[config.mk]
export PLATFORM = sky130hd
export DESIGN_NAME = fpu_arith_issue_ctrl
export DESIGN_NICKNAME = d
export VERILOG_FILES = /design/src/rtl/fpu_arith_issue_ctrl.sv
export SDC_FILE = /design/constraint.sdc
export NUM_CORES = 1
export LEC_CHECK = 0
export CAP_MARGIN = 30
export CORE_AREA = 2 2 320 322
export CTS_BUF_LIST = sky130_fd_sc_hd__clkbuf_8
export DETAILED_ROUTE_END_ITERATION = 10
export DIE_AREA = 0 0 322 324
export REMOVE_ABC_BUFFERS = 1
export SLEW_MARGIN = 0
export SYNTH_ARGS = -nofsm -noshare
export SYNTH_HDL_FRONTEND = slang
export SYNTH_SLANG_ARGS = --single-unit
[constraint.sdc]
create_clock -name clk -period 1.8 [get_ports clk]
set_clock_uncertainty 0.15 [all_clocks]
set_input_delay 0.54 -clock clk [delete_from_list [all_inputs] [get_ports clk]]
set_output_delay 0.54 -clock clk [all_outputs]
set_load 0.005 [all_outputs]
[src/rtl/fpu_arith_issue_ctrl.sv]
// Issue/retire sequencer for FPU_ArithmeticUnit: one request in, one response out, sticky flags.
// Optional watchdog abort in WAIT enabled by defining FPU_ISSUE_TIMEOUT_EN.
module fpu_arith_issue_ctrl #(
  parameter int unsigned TIMEOUT_CYCLES = 255
) (
  input  logic        clk,
  input  logic        reset,
  input  logic        req_valid,
  output logic        req_ready,
  input  logic [3:0]  req_op,
  input  logic [1:0]  req_rnd,
  input  logic [79:0] req_a,
  input  logic [79:0] req_b,
  output logic [3:0]  au_operation,
  output logic        au_enable,
  output logic [1:0]  au_rounding_mode,
  output logic [79:0] au_operand_a,
  output logic [79:0] au_operand_b,
  output logic [15:0] au_int16_in,
  output logic [31:0] au_int32_in,
  output logic [31:0] au_fp32_in,
  output logic [63:0] au_fp64_in,
  input  logic [79:0] au_result,
  input  logic [15:0] au_int16_out,
  input  logic [31:0] au_int32_out,
  input  logic [31:0] au_fp32_out,
  input  logic [63:0] au_fp64_out,
  input  logic        au_done,
  input  logic [3:0]  au_cc,
  input  logic [5:0]  au_flags,
  output logic        rsp_valid,
  input  logic        rsp_ready,
  output logic [79:0] rsp_data,
  output logic [3:0]  rsp_cc,
  output logic [5:0]  rsp_flags,
  output logic        rsp_timeout,
  output logic [5:0]  sticky_flags,
  input  logic        sticky_clear,
  output logic        busy
);

  if (TIMEOUT_CYCLES < 1 || TIMEOUT_CYCLES > 255) begin : g_bad_timeout
    $error("TIMEOUT_CYCLES must be in 1..255");
  end

  typedef enum logic [1:0] {S_IDLE, S_ISSUE, S_WAIT, S_RESP} state_t;

  state_t      r_state, w_next;
  logic [3:0]  r_op;
  logic [1:0]  r_rnd;
  logic [79:0] r_a, r_b;
  logic [79:0] r_rsp_data;
  logic [3:0]  r_rsp_cc;
  logic [5:0]  r_rsp_flags;
  logic [5:0]  r_sticky;

  logic        w_accept, w_illegal, w_done_cap, w_abort, w_load;
  logic [79:0] w_sel_data;
  logic [5:0]  w_new_flags;

  assign req_ready  = reset & (r_state == S_IDLE);
  assign w_accept   = req_valid & req_ready;
  assign w_illegal  = w_accept & (req_op > 4'd11);
  assign w_done_cap = (r_state == S_WAIT) & au_done;
  assign w_load     = w_illegal | w_done_cap | w_abort;
  // Only a genuine unit completion reports the unit's flags; both abort paths report invalid.
  assign w_new_flags = w_done_cap ? au_flags : 6'b000001;

`ifdef FPU_ISSUE_TIMEOUT_EN
  localparam logic [7:0] LP_TO_LAST = 8'(TIMEOUT_CYCLES - 1);
  logic [7:0] r_wait_cnt;
  logic       r_rsp_timeout;

  assign w_abort     = (r_state == S_WAIT) & ~au_done & (r_wait_cnt == LP_TO_LAST);
  assign rsp_timeout = r_rsp_timeout;

  always_ff @(posedge clk or negedge reset) begin
    if (!reset) begin
      r_wait_cnt    <= '0;
      r_rsp_timeout <= 1'b0;
    end else begin
      if (r_state == S_ISSUE)     r_wait_cnt <= '0;
      else if (r_state == S_WAIT) r_wait_cnt <= r_wait_cnt + 8'd1;
      if (w_load) r_rsp_timeout <= w_abort;
    end
  end
`else
  assign w_abort     = 1'b0;
  assign rsp_timeout = 1'b0;
`endif

  always_ff @(posedge clk or negedge reset) begin
    if (!reset) r_state <= S_IDLE;
    else        r_state <= w_next;
  end

  always_comb begin
    w_next = r_state;
    case (r_state)
      S_IDLE:  if (w_accept) w_next = w_illegal ? S_RESP : S_ISSUE;
      S_ISSUE: w_next = S_WAIT;
      S_WAIT:  if (w_done_cap || w_abort) w_next = S_RESP;
      S_RESP:  if (rsp_ready) w_next = S_IDLE;
      default: w_next = S_IDLE;
    endcase
  end

  always_comb begin
    case (r_op)
      4'd6:    w_sel_data = {{64{au_int16_out[15]}}, au_int16_out};
      4'd7:    w_sel_data = {{48{au_int32_out[31]}}, au_int32_out};
      4'd10:   w_sel_data = {48'b0, au_fp32_out};
      4'd11:   w_sel_data = {16'b0, au_fp64_out};
      default: w_sel_data = au_result;
    endcase
  end

  always_ff @(posedge clk or negedge reset) begin
    if (!reset) begin
      r_op  <= '0;
      r_rnd <= '0;
      r_a   <= '0;
      r_b   <= '0;
    end else if (w_accept) begin
      r_op  <= req_op;
      r_rnd <= req_rnd;
      r_a   <= req_a;
      r_b   <= req_b;
    end
  end

  always_ff @(posedge clk or negedge reset) begin
    if (!reset) begin
      r_rsp_data  <= '0;
      r_rsp_cc    <= '0;
      r_rsp_flags <= '0;
      r_sticky    <= '0;
    end else begin
      if (w_load) begin
        r_rsp_data  <= w_done_cap ? w_sel_data : '0;
        r_rsp_cc    <= w_done_cap ? au_cc : '0;
        r_rsp_flags <= w_new_flags;
        // A clear coinciding with a capture drops the old history but keeps the new flags.
        r_sticky    <= (sticky_clear ? '0 : r_sticky) | w_new_flags;
      end else if (sticky_clear) begin
        r_sticky <= '0;
      end
    end
  end

  assign au_operation     = r_op;
  assign au_rounding_mode = r_rnd;
  assign au_operand_a     = r_a;
  assign au_operand_b     = r_b;
  assign au_int16_in      = r_a[15:0];
  assign au_int32_in      = r_a[31:0];
  assign au_fp32_in       = r_a[31:0];
  assign au_fp64_in       = r_a[63:0];
  assign au_enable        = (r_state == S_ISSUE);

  assign rsp_valid    = (r_state == S_RESP);
  assign rsp_data     = r_rsp_data;
  assign rsp_cc       = r_rsp_cc;
  assign rsp_flags    = r_rsp_flags;
  assign sticky_flags = r_sticky;
  assign busy         = (r_state != S_IDLE);

endmodule

Word-level counts from Yosys, hierarchy flattened
Cells that the tools add are included.

Equality and inequality tests: 10. Bitwise logic cells: 6. Reductions and logical operators: 3. $lt $le $gt $ge: 1. Multiplexer cells: 11.

Operators with widths (count): $pmux W80 S4 (1); $mux W80 (1); $mux W6 (3); $eq A4 B3 Y1 const B (2); $eq A4 B4 Y1 const B (2); $mux W2 (4); $pmux W2 S4 (1); $or A6 B6 Y6 (1); $and A1 B1 Y1 (4); $eq A2 B2 Y1 const B (2); $gt A4 B4 Y1 const B (1); $mux W4 (1); $ne A2 B2 Y1 const B (2); $reduce_and A3 Y1 (1); $eq A2 B1 Y1 const B (1); $logic_not A2 Y1 (1); $ne A2 B1 Y1 const B (1); $reduce_bool A2 Y1 (1); $or A1 B1 Y1 (1).

Register bits after elaboration: 264. Input port bits: 406. Logic and storage cells: 40. Output and inout bits: 411.

Longest topological paths before layout
Gate-level depths: netlist of the first run.

Word-level depth: 7. Depth in mapped cells: 8.

Worst setup path after synthesis of the first run
OpenSTA, ideal clock, no wires.

Path type: register to register. From: register r_state[0]. To: register r_a[0] (netlist: au_operand_a[0]). Required time: 1525 ps. Setup slack: -118 ps. Stages on the path, launching flop included: 7. Arrival: 1643 ps. Path buffers: 2. Setup time: 125 ps. Cell sequence: dfrtp_1 inv_1 ha_1 nand3_1 clkbuf_1 buf_2 mux2_2.

Longest elaborated chain between the ends: 3.

Ends and longest elaborated chain: start: declaration (RTL line 48) `state_t r_state, w_next;`; start signal: assignment (RTL line 94) `else r_state <= w_next;`; $logic_not A2 Y1 (RTL line 61) `assign req_ready = reset & (r_state == S_IDLE);`; $and A1 B1 Y1 (RTL line 61); $and A1 B1 Y1 (RTL line 62) `assign w_accept = req_valid & req_ready;`; end signal: assignment (RTL line 127) `r_a <= req_a;`; end: declaration (RTL line 51) `logic [79:0] r_a, r_b;`.

No other way between the ends. A chain may end at the register's enable or synchronous reset.

Worst setup path after layout of the first run
From: register r_state[1]. To: output port req_ready.

Longest elaborated chain between the ends: 2.

Ends and longest elaborated chain: $logic_not A2 Y1 (RTL line 61); $and A1 B1 Y1 (RTL line 61); end: declaration (RTL line 9) `output logic req_ready,`.

No other way between the ends.

==> metrics.txt, run 1 <==
Port Buffers=between 800 and 900; RSZ-0062 raised after global routing=yes; die height=324 microns; clock buffer count from CTS=51; placer's final routability congestion estimate=0.791; Clock Path Buffers=3; switch share=35.0%; Avg Cell Area, Syn=12.6 sq um; largest fanout on the critical path=3; switching pwr=between 15000 and 20000 uW; sequential cell area=6660 sq um; Max IR drop VDD=0.000949 V; Final Max Tran Viols=0; ys flop type=dfrtp_1; drt pass-1 iters=5; Setup TNS Final=-139.49 ns; area grow syn2layout=126%; CTS tree=built; LEAKAGE=0.0128 uW; Via density=approximately 3.8; number of nets in the layout=2457; synth cell count leaders=264 x dfrtp_1, 166 x mux2_2, 157 x buf_4; f_max=445 MHz; Cell variety after synth=39; global-route wire length before repair=104000 microns; initial antenna violation count=31; Post-synth ARST share=100%; Routed Antenna Nets=0; max-cap viol count=0; area share of the largest cell type after synthesis=approximately 53%; most frequent cell after synthesis=dfrtp_1; final period utilization=125%; Site Rows=approximately 120; post-synthesis sequential area ratio=52.9%; largest net degree at the start of global routing=83; Cell Area, Synth=12500 sq um; Seq pwr share=between 20% and 30%; fillers=10400; global router's overall resource usage=~14%; final wirelength=88800 microns; Placement Cell Area=approximately 22000 sq um; Critical Path End Type=output port; CP Data Required Time=1.11 ns; Final WS setup=-0.449 ns; Via Count=approximately 13000; number of remaining DRC errors=0; Synth area leader=dfrtp_1; die area=104000 sq um; outcome=finished, violations left; failing checks=setup timing; Hold Startpoint=reset; Pwr Total=48900 uW; Post-synth EDFFs=0; layout cells sized above 1=62.1%; class of the worst hold path=primary input to register; Hold Fails Final Rpt=0; flops & latches, synth=around 260; Clk pwr share=approximately 14%; Mapped Cells=993; Clock Pin Slew Worst Setup and Hold Paths=0.06 ns; Worst Path Arrival=roughly 1.6 ns; CTS Sinks=between 200 and 300; final setup fails=669; CTS HTree Levels=2; starting density of the core=12.4%; CTS root buf=clkbuf_8; post-route minimum period=2.25 ns; post-DP HPWL=59200 microns; CP Launch Point=r_state[1]; CP Class=register to output port; GRT Residual Overflow=0; clk_lat worst skew=a little under 0.7 ns; Gate power share=a little over three fifths; Pint=31800 uW; Reg-to-Reg Start=au_operation[2]; Finished Cell Area=about 28000 sq um; YS warnings=0; multi-input logic area=6120 sq um; worst slew pin tran=0.564 ns; Pwr Density=1730 nW/um^2; routed len/inst=26.1 microns; CP startpoint kind=register; IO Pins=817; DR iter-0 viols=609; Slew headroom=approximately 62%; vias in the first global route=12500; top cells by area, synth=dfrtp_1 53%, mux2_2 15%, buf_4 9.4%, o2bb2ai_1 4.1%, o21ai_0 2.7%; core region area=around 100000 sq um; Die W=322 microns
-- what timing repair did --
action / CTS / global route
resized for setup: 1879 / 552
cloned: 13 / 33
buffers inserted: 159 / 117
hold buffers: 1 / 0
setup endpoints to repair: 664 / 674
pin swaps: 22 / 109
hold endpoints to repair: 91 / 0
-- placed cells by master (no fill, tap or decap), types with 4 or more instances in the layout --
cell             count
a22o_1               9
a21oi_4              9
o21ai_0             35
a22oi_1             10
buf_12              69
ha_4                 4
buf_16              13
a21oi_1             10
inv_1               16
o21ai_1             24
nand2_1             22
a22oi_2             36
o2bb2ai_1           14
buf_6              322
diode_2              6
o2bb2ai_2           50
buf_2              182
o21ai_2              7
and3_4              28
buf_8               20
a21oi_2             15
clkdlybuf4s50_1    404
clkinv_2            10
clkbuf_8            69
o2bb2ai_4           16
clkbuf_2            17
clkbuf_16           28
dfrtp_2             39
dfrtp_1            225
buf_4              156
mux2_4             166
nor2_1              13
-- through the flow --
| step | instances | hold slack [ns] | setup WS, ns | utilization (%) |
|---|---|---|---|---|
| final | 3400 | 0.300 | -0.449 | 27.9 |
| after global routing | 3399 | 0.248 | -0.572 | 27.9 |
| after CTS | 3264 | 0.180 | -0.546 | 24.4 |
| after detailed placement | 3000 | 0.323 | -0.657 | 21.9 |
| after global placement | 3000 | 0.323 | -0.621 | 21.9 |
| after floorplan | 780 | 0.0944 | -6.18 | - |
-- area by class of cell --
class | instances | area share, %
Antenna cell | 6 | 0.0532
Clock buffer | 69 | 3.37
Clock inverter | 23 | 0.710
Inverter | 13 | 0.173
Multi-Input combinational cell | 504 | 21.7
Sequential cell | 264 | 23.6
Tap cell | 1309 | 5.80
Timing Repair Buffer | 1212 | 44.6
-- state kept, by name, indices dropped and copies added, names as in the netlist --
signal and flops:
au_rounding_mode 2, rsp_cc 4, au_operand_a 80, au_operation 4
au_operand_b 80, rsp_flags 6, r_state 2, rsp_data 80
sticky_flags 6
-- layer usage --
metal | wire length [microns] | vias to the layer above | share of wire, % | GRT usage, %
met5 | 11 | - | 0.012 | 0
met4 | 3100 | 2 | 3.5 | 4.37
met3 | 6610 | 183 | 7.4 | 3.95
met2 | 43300 | 710 | 49 | 24.6
met1 | 35800 | 6531 | 40 | 17.6
li1 | - | 5559 | - | -
-- worst max-delay path, cell delays in order (launching register included) --
cell	delay [ns]
dfrtp_1	0.39
inv_2	0.10
ha_4	0.16
and2_4	0.14
buf_6	0.09
-- worst paths after layout --
kind                       cells past startpoint          endpoint  slack, ns
hold reg to reg                                1      rsp_data[55]       0.34
min in group asynchronous                      3  au_operand_a[12]       0.41
setup reg to reg                               9      rsp_data[13]      -0.40
setup / recovery                               4         req_ready      -0.45
max in group asynchronous                      5   au_operand_a[1]       0.15
hold / removal                                 5        r_state[1]       0.30
-- power by group through the flow --
| stage | Combinational (uW) | Clock [uW] | Sequential [uW] |
|---|---|---|---|
| after global placement | 20300 | 0 | 11400 |
| final | 30500 | 6890 | 11500 |
| after detailed placement | 20200 | 0 | 11400 |
| after floorplan | 5260 | 0 | 11200 |
| after CTS | 23600 | 7170 | 11200 |
| after global routing | 32100 | 7390 | 11800 |
-- logic make-up after synthesis --
logic type | Yosys count | share of synthesized area (%)
AOI/OAI and AO/OA | 244 | 15.3
xor gates and xnor gates | 1 | 0.0702
adders and majority gates | 5 | 0.501
buffers and inverters | 226 | 12.4
DFF | 264 | 52.9
muxes | 169 | 15.2
other | 1 | 0.0300
and+or+nand+nor | 83 | 3.55
Note: power is estimated with default switching activity, not from simulation.
==> inputs of run 2 (changes only) <==
- CORE_AREA: 2 2 320 322 -> 2 2 316 318
- DIE_AREA: 0 0 322 324 -> 0 0 318 320
- clock period: 1.8 -> 2.6 ns (I/O delays scaled with it)
==> run 2 against run 1 <==
- critical endpoint is now busy
- routed wire length is 16% lower
- the run now ends clean
- setup slack better by 0.53 ns
- core utilization decreased by 4.8 points
==> metrics.txt, run 2 (same netlist as run 1, synthesis figures left out) <==
outcome=completed; CTS Sinks=264; R2R setup slack=~0.4 ns; capture point of the critical path=busy; Slew headroom=45.4%; largest net degree at the start of global routing=a little over 100; Critical Path End Type=output port; LEAKAGE=approximately 0.0097 uW; Via Count=11300; Reg-to-Reg End=rsp_data[10]; final setup fails=0; Clock Pin Slew Worst Setup and Hold Paths=0.06 ns; final period utilization=96.8%; layout cells sized above 1=24.4%; CP Class=register to output port; number of cells on the worst reg-to-reg path=7; class of the worst hold path=register to register; GRT Residual Overflow=0; worst slew pin tran=a little over 0.8 ns; CP Data Required Time=around 1.7 ns; Finished Cell Area=22600 sq um; die area=102000 sq um; Final Max Tran Viols=0; Pwr Density=1100 nW/um^2; CTS HTree Levels=2; Site Rows=between 100 and 150; die height=about 320 microns; Final WS setup=0.0838 ns; Via density=3.66; drt pass-1 iters=4; Placement Cell Area=21400 sq um; starting density of the core=12.7%; sequential cell area=roughly 6700 sq um; largest fanout on the critical path=3; routed len/inst=24.1 microns; f_max=approximately 400 MHz; CTS root buf=clkbuf_8; CTS tree=built; CP Launch Point=r_state[1]; placer's final routability congestion estimate=0.807; number of nets in the layout=2159; vias in the first global route=12100; global-route wire length before repair=101000 microns; max-cap viol count=0; IO Pins=817; pre-CTS WS=-0.0325 ns; post-DP HPWL=57700 microns; Die W=318 microns; CP startpoint kind=register; core region area=a little under 100000 sq um; fillers=10600; Routed Antenna Nets=0; final wirelength=around 74000 microns; global router's overall resource usage=14.1%; DR iter-0 viols=579; number of remaining DRC errors=0; post-route minimum period=2.52 ns; Hold Fails Final Rpt=0; area grow syn2layout=81.4%; Max IR drop VDD=between 0.0004 and 0.0005 V; Port Buffers=815; Clock Path Buffers=3; leading cell type in the layout, fill and taps excluded=clkdlybuf4s50_1; RSZ-0062 raised after global routing=yes; multi-input logic area=4420 sq um; initial antenna violation count=26; clock buffer count from CTS=55; clk_lat worst skew=0.67 ns; Reg-to-Reg Start=au_operation[0]; Worst Path Arrival=1.59 ns; commonest cells after routing, fill and taps aside=499 x clkdlybuf4s50_1, 304 x dlygate4sd2_1, 228 x dfrtp_1
[run 2: metal layers]
| metal | global-route usage, % | up-vias | wire (microns) |
|---|---|---|---|
| li1 | - | 4943 | - |
| met1 | 17.4 | 5625 | 31400 |
| met2 | 22.5 | 578 | 34000 |
| met3 | 5.42 | 114 | 6380 |
| met4 | 4.47 | 14 | 2330 |
| met5 | 0 | - | 93 |
[run 2: layout make-up]
class	count	share of cell area [%]
Timing Repair Buffer	911	38.6
Sequential cell	264	29.4
Multi-Input combinational cell	503	19.5
Tap cell	1287	7.11
Clock buffer	67	4.07
Clock inverter	26	0.994
Inverter	13	0.215
Antenna cell	10	0.110
[run 2: worst max-delay path: stages, from the launching register on]
cell	delay, ns
dfrtp_1	0.40
inv_2	0.09
ha_4	0.17
buf_6	0.10
inv_2	0.03
buf_6	0.11
[run 2: metrics by stage]
step	std cells	power, uW	util (%)	setup TNS [ns]	hold WS [ns]
after global placement	2932	21400	21.8	-0.339	0.322
after detailed placement	2932	21300	21.8	-0.414	0.323
after floorplan	780	11400	-	-1112.63	0.329
after global routing	3077	26700	23.1	-0.0672	0.351
final	3081	25000	23.1	0	0.338
after CTS	3069	25600	23.0	-0.156	0.340
[run 2: repair_timing]
item                       CTS  global route
resized for setup          377             8
hold endpoints to repair    22             0
buffers inserted            45             2
setup endpoints to repair  320             9
pin swaps                    2             2
hold buffers                 1             0
cloned                       0             0
[run 2: worst min-delay path by stage]
stage / start / endpoint / slack (ns) / cells past startpoint
detailed placement: rsp_data[55] / rsp_data[55] / 0.32 / 1
floorplan: reset / au_operand_a[0] / 0.33 / 0
finish: rsp_data[17] / rsp_data[17] / 0.34 / 1
global placement: rsp_data[50] / rsp_data[50] / 0.32 / 1
CTS: rsp_data[74] / rsp_data[74] / 0.34 / 1
global route: rsp_data[50] / rsp_data[50] / 0.35 / 1
[run 2: where the power goes]
group | internal [uW] | switching [uW] | total (uW) | leakage, uW
logic | 7010 | 5470 | 12500 | 0.00585
clock network | 2710 | 2110 | 4820 | 0.000637
registers | 6130 | 1570 | 7700 | 0.00319
total | 15900 | 9160 | 25000 | 0.00968
==> inputs of run 3 (changes only) <==
- CELL_PAD_IN_SITES_DETAIL_PLACEMENT: unset -> 0
- CELL_PAD_IN_SITES_GLOBAL_PLACEMENT: unset -> 2
- DONT_BUFFER_PORTS: unset -> 1
- PLACE_DENSITY_LB_ADDON: unset -> 0.1
==> run 3 against run 2 <==
- the flow now finishes with violations (hold timing)
- hold slack got worse by 0.70 ns
- register-to-register slack got worse by 0.11 ns
- cell area fell by 31%
- die area did not move
- routed wire length fell by 21%
- combinational power fell by 59%
- fmax rose by 0.80%
- count of clock-buffer cells in the layout rose by 7
- total power fell by 24%
- largest cell class is now sequential cells
- largest power group is now sequential cells
==> metrics.txt, run 3 (same netlist as run 1, synthesis figures left out) <==
outcome=finished, violations left; failing checks=hold timing; LEAKAGE=~0.0062 uW; Pwr Total=18900 uW; WHS=-0.360 ns; f_max=401 MHz; GRT Residual Overflow=0; layout cells sized above 1=31.9%; post-DP HPWL=42800 microns; CTS root buf=clkbuf_8; delay-heaviest family, CP=buffers and inverters; DR iter-0 viols=260; largest fanout on the critical path=266; IO Pins=about 820; Via Count=8291; dpl cells=2100; initial antenna violation count=27; drt pass-1 iters=4; area grow syn2layout=25.4%; placer's final routability congestion estimate=0.693; RSZ-0062 raised after global routing=no; global router's overall resource usage=11.1%; gr busiest metal=met2; final setup fails=0; worst slew pin tran=1.18 ns; CP Data Required Time=~3 ns; vias in the first global route=about 9200; die area=102000 sq um; starting density of the core=12.7%; Critical Path End Type=register; Final Max Tran Viols=0; Worst Path Arrival=2.90 ns; CTS Sinks=between 200 and 300; Placement Cell Area=between 10000 and 15000 sq um; post-route minimum period=~2.5 ns; Routed Antenna Nets=0; Hold Fails Final Rpt=264; Hold-fix buffers, CTS=between 100 and 150; grt met1 use=10.5%; CTS HTree Levels=2; number of nets in the layout=1424; Finished Cell Area=around 16000 sq um; max-cap viol count=0; final wirelength=58400 microns; Port Buffers=0; Clock Path Buffers=3; largest net degree at the start of global routing=267; class of the worst hold path=primary input to asynchronous set/reset pin; slowest CP cell=mux2_2; fillers=10900; core region area=98000 sq um; commonest cells after routing, fill and taps aside=264 x dfrtp_1, 166 x mux2_2, 136 x dlygate4sd3_1; Slew headroom=21.7%; Final WS setup=0.104 ns; Clock Pin Slew Worst Setup and Hold Paths=0.06 ns; number of remaining DRC errors=0; met3 Resource Use GR=6.07%; CTS tree=built; Die W=approximately 320 microns; CP Class=primary input to register; pre-CTS WS=0.00334 ns; die height=320 microns; leading cell type in the layout, fill and taps excluded=dfrtp_1; global-route wire length before repair=slightly below 80000 microns; routing usage on met2=20.2%; final cell count without fillers=approximately 2400; clock buffer count from CTS=58; routed len/inst=~25 microns; max incr delay on CP=0.40 ns; cells along the critical path=nand3_4, buf_4, buf_12, mux2_2; CP startpoint kind=primary input; final period utilization=96.0%; Pwr Density=1210 nW/um^2; Max IR drop VDD=0.000502 V; Site Rows=115; WP buf/inv=2; Via density=between 3 and 4; clk_lat worst skew=0.71 ns
## run 3: power breakdown
| part | total, uW | internal [uW] | switching (uW) |
|---|---|---|---|
| Sequential | 8810 | 6070 | 2730 |
| Clock | 4940 | 2740 | 2200 |
| Combinational | 5170 | 2710 | 2460 |
## run 3: timing repair
action                     in CTS  in global routing
hold endpoints to repair      404                264
pin swaps                       1                  1
buffers inserted                4                  0
setup endpoints to repair       2                  1
resized for setup               4                  1
## run 3: metal layers
metal  wire length [microns]  share of wire [%]
met5                      67               0.11
met2                   30300                 52
met1                   18900                 32
met3                    7300                 13
met4                    1750                3.0
## run 3: layout make-up
class	instances	area (sq um)	share of cell area, %
antenna	8	20.0	0.128
clock buffer	74	1020	6.51
clock inverter	29	189	1.21
inverter	13	48.8	0.312
multi-input combinational	503	4400	28.1
sequential	264	6610	42.2
tap	1287	1610	10.3
timing repair buffer	173	1760	11.3
## run 3: worst register-to-register path, cell delays in order (launching register included)
cell	delay (ns)
dfrtp_1	0.36
inv_2	0.07
ha_4	0.16
buf_4	0.13
nand3_4	0.06
buf_4	0.38
buf_12	0.34
mux2_2	0.55
## run 3: path summary, 6_finish.rpt
path	from	cells after the start	to	slack (ns)
worst max-delay path	reset	4	au_operand_b[44]	0.10
worst min-delay path	reset	0	rsp_cc[1]	-0.36
min in group clk	req_b[28]	1	au_operand_b[28]	0.11
worst min register to register	rsp_data[52]	1	rsp_data[52]	0.37
max in group asynchronous	reset	0	au_operation[2]	1.68
worst max register to register	r_state[0]	7	au_operand_b[44]	0.28
## run 3: per-stage QoR
stage / util (%) / setup TNS [ns]
3_5_place_dp: 13.3 / 0
2_1_floorplan: - / -1112.63
6_report: 16.0 / 0
4_1_cts: 16.0 / 0
5_1_grt: 16.0 / 0
3_3_place_gp: 13.3 / -7.16
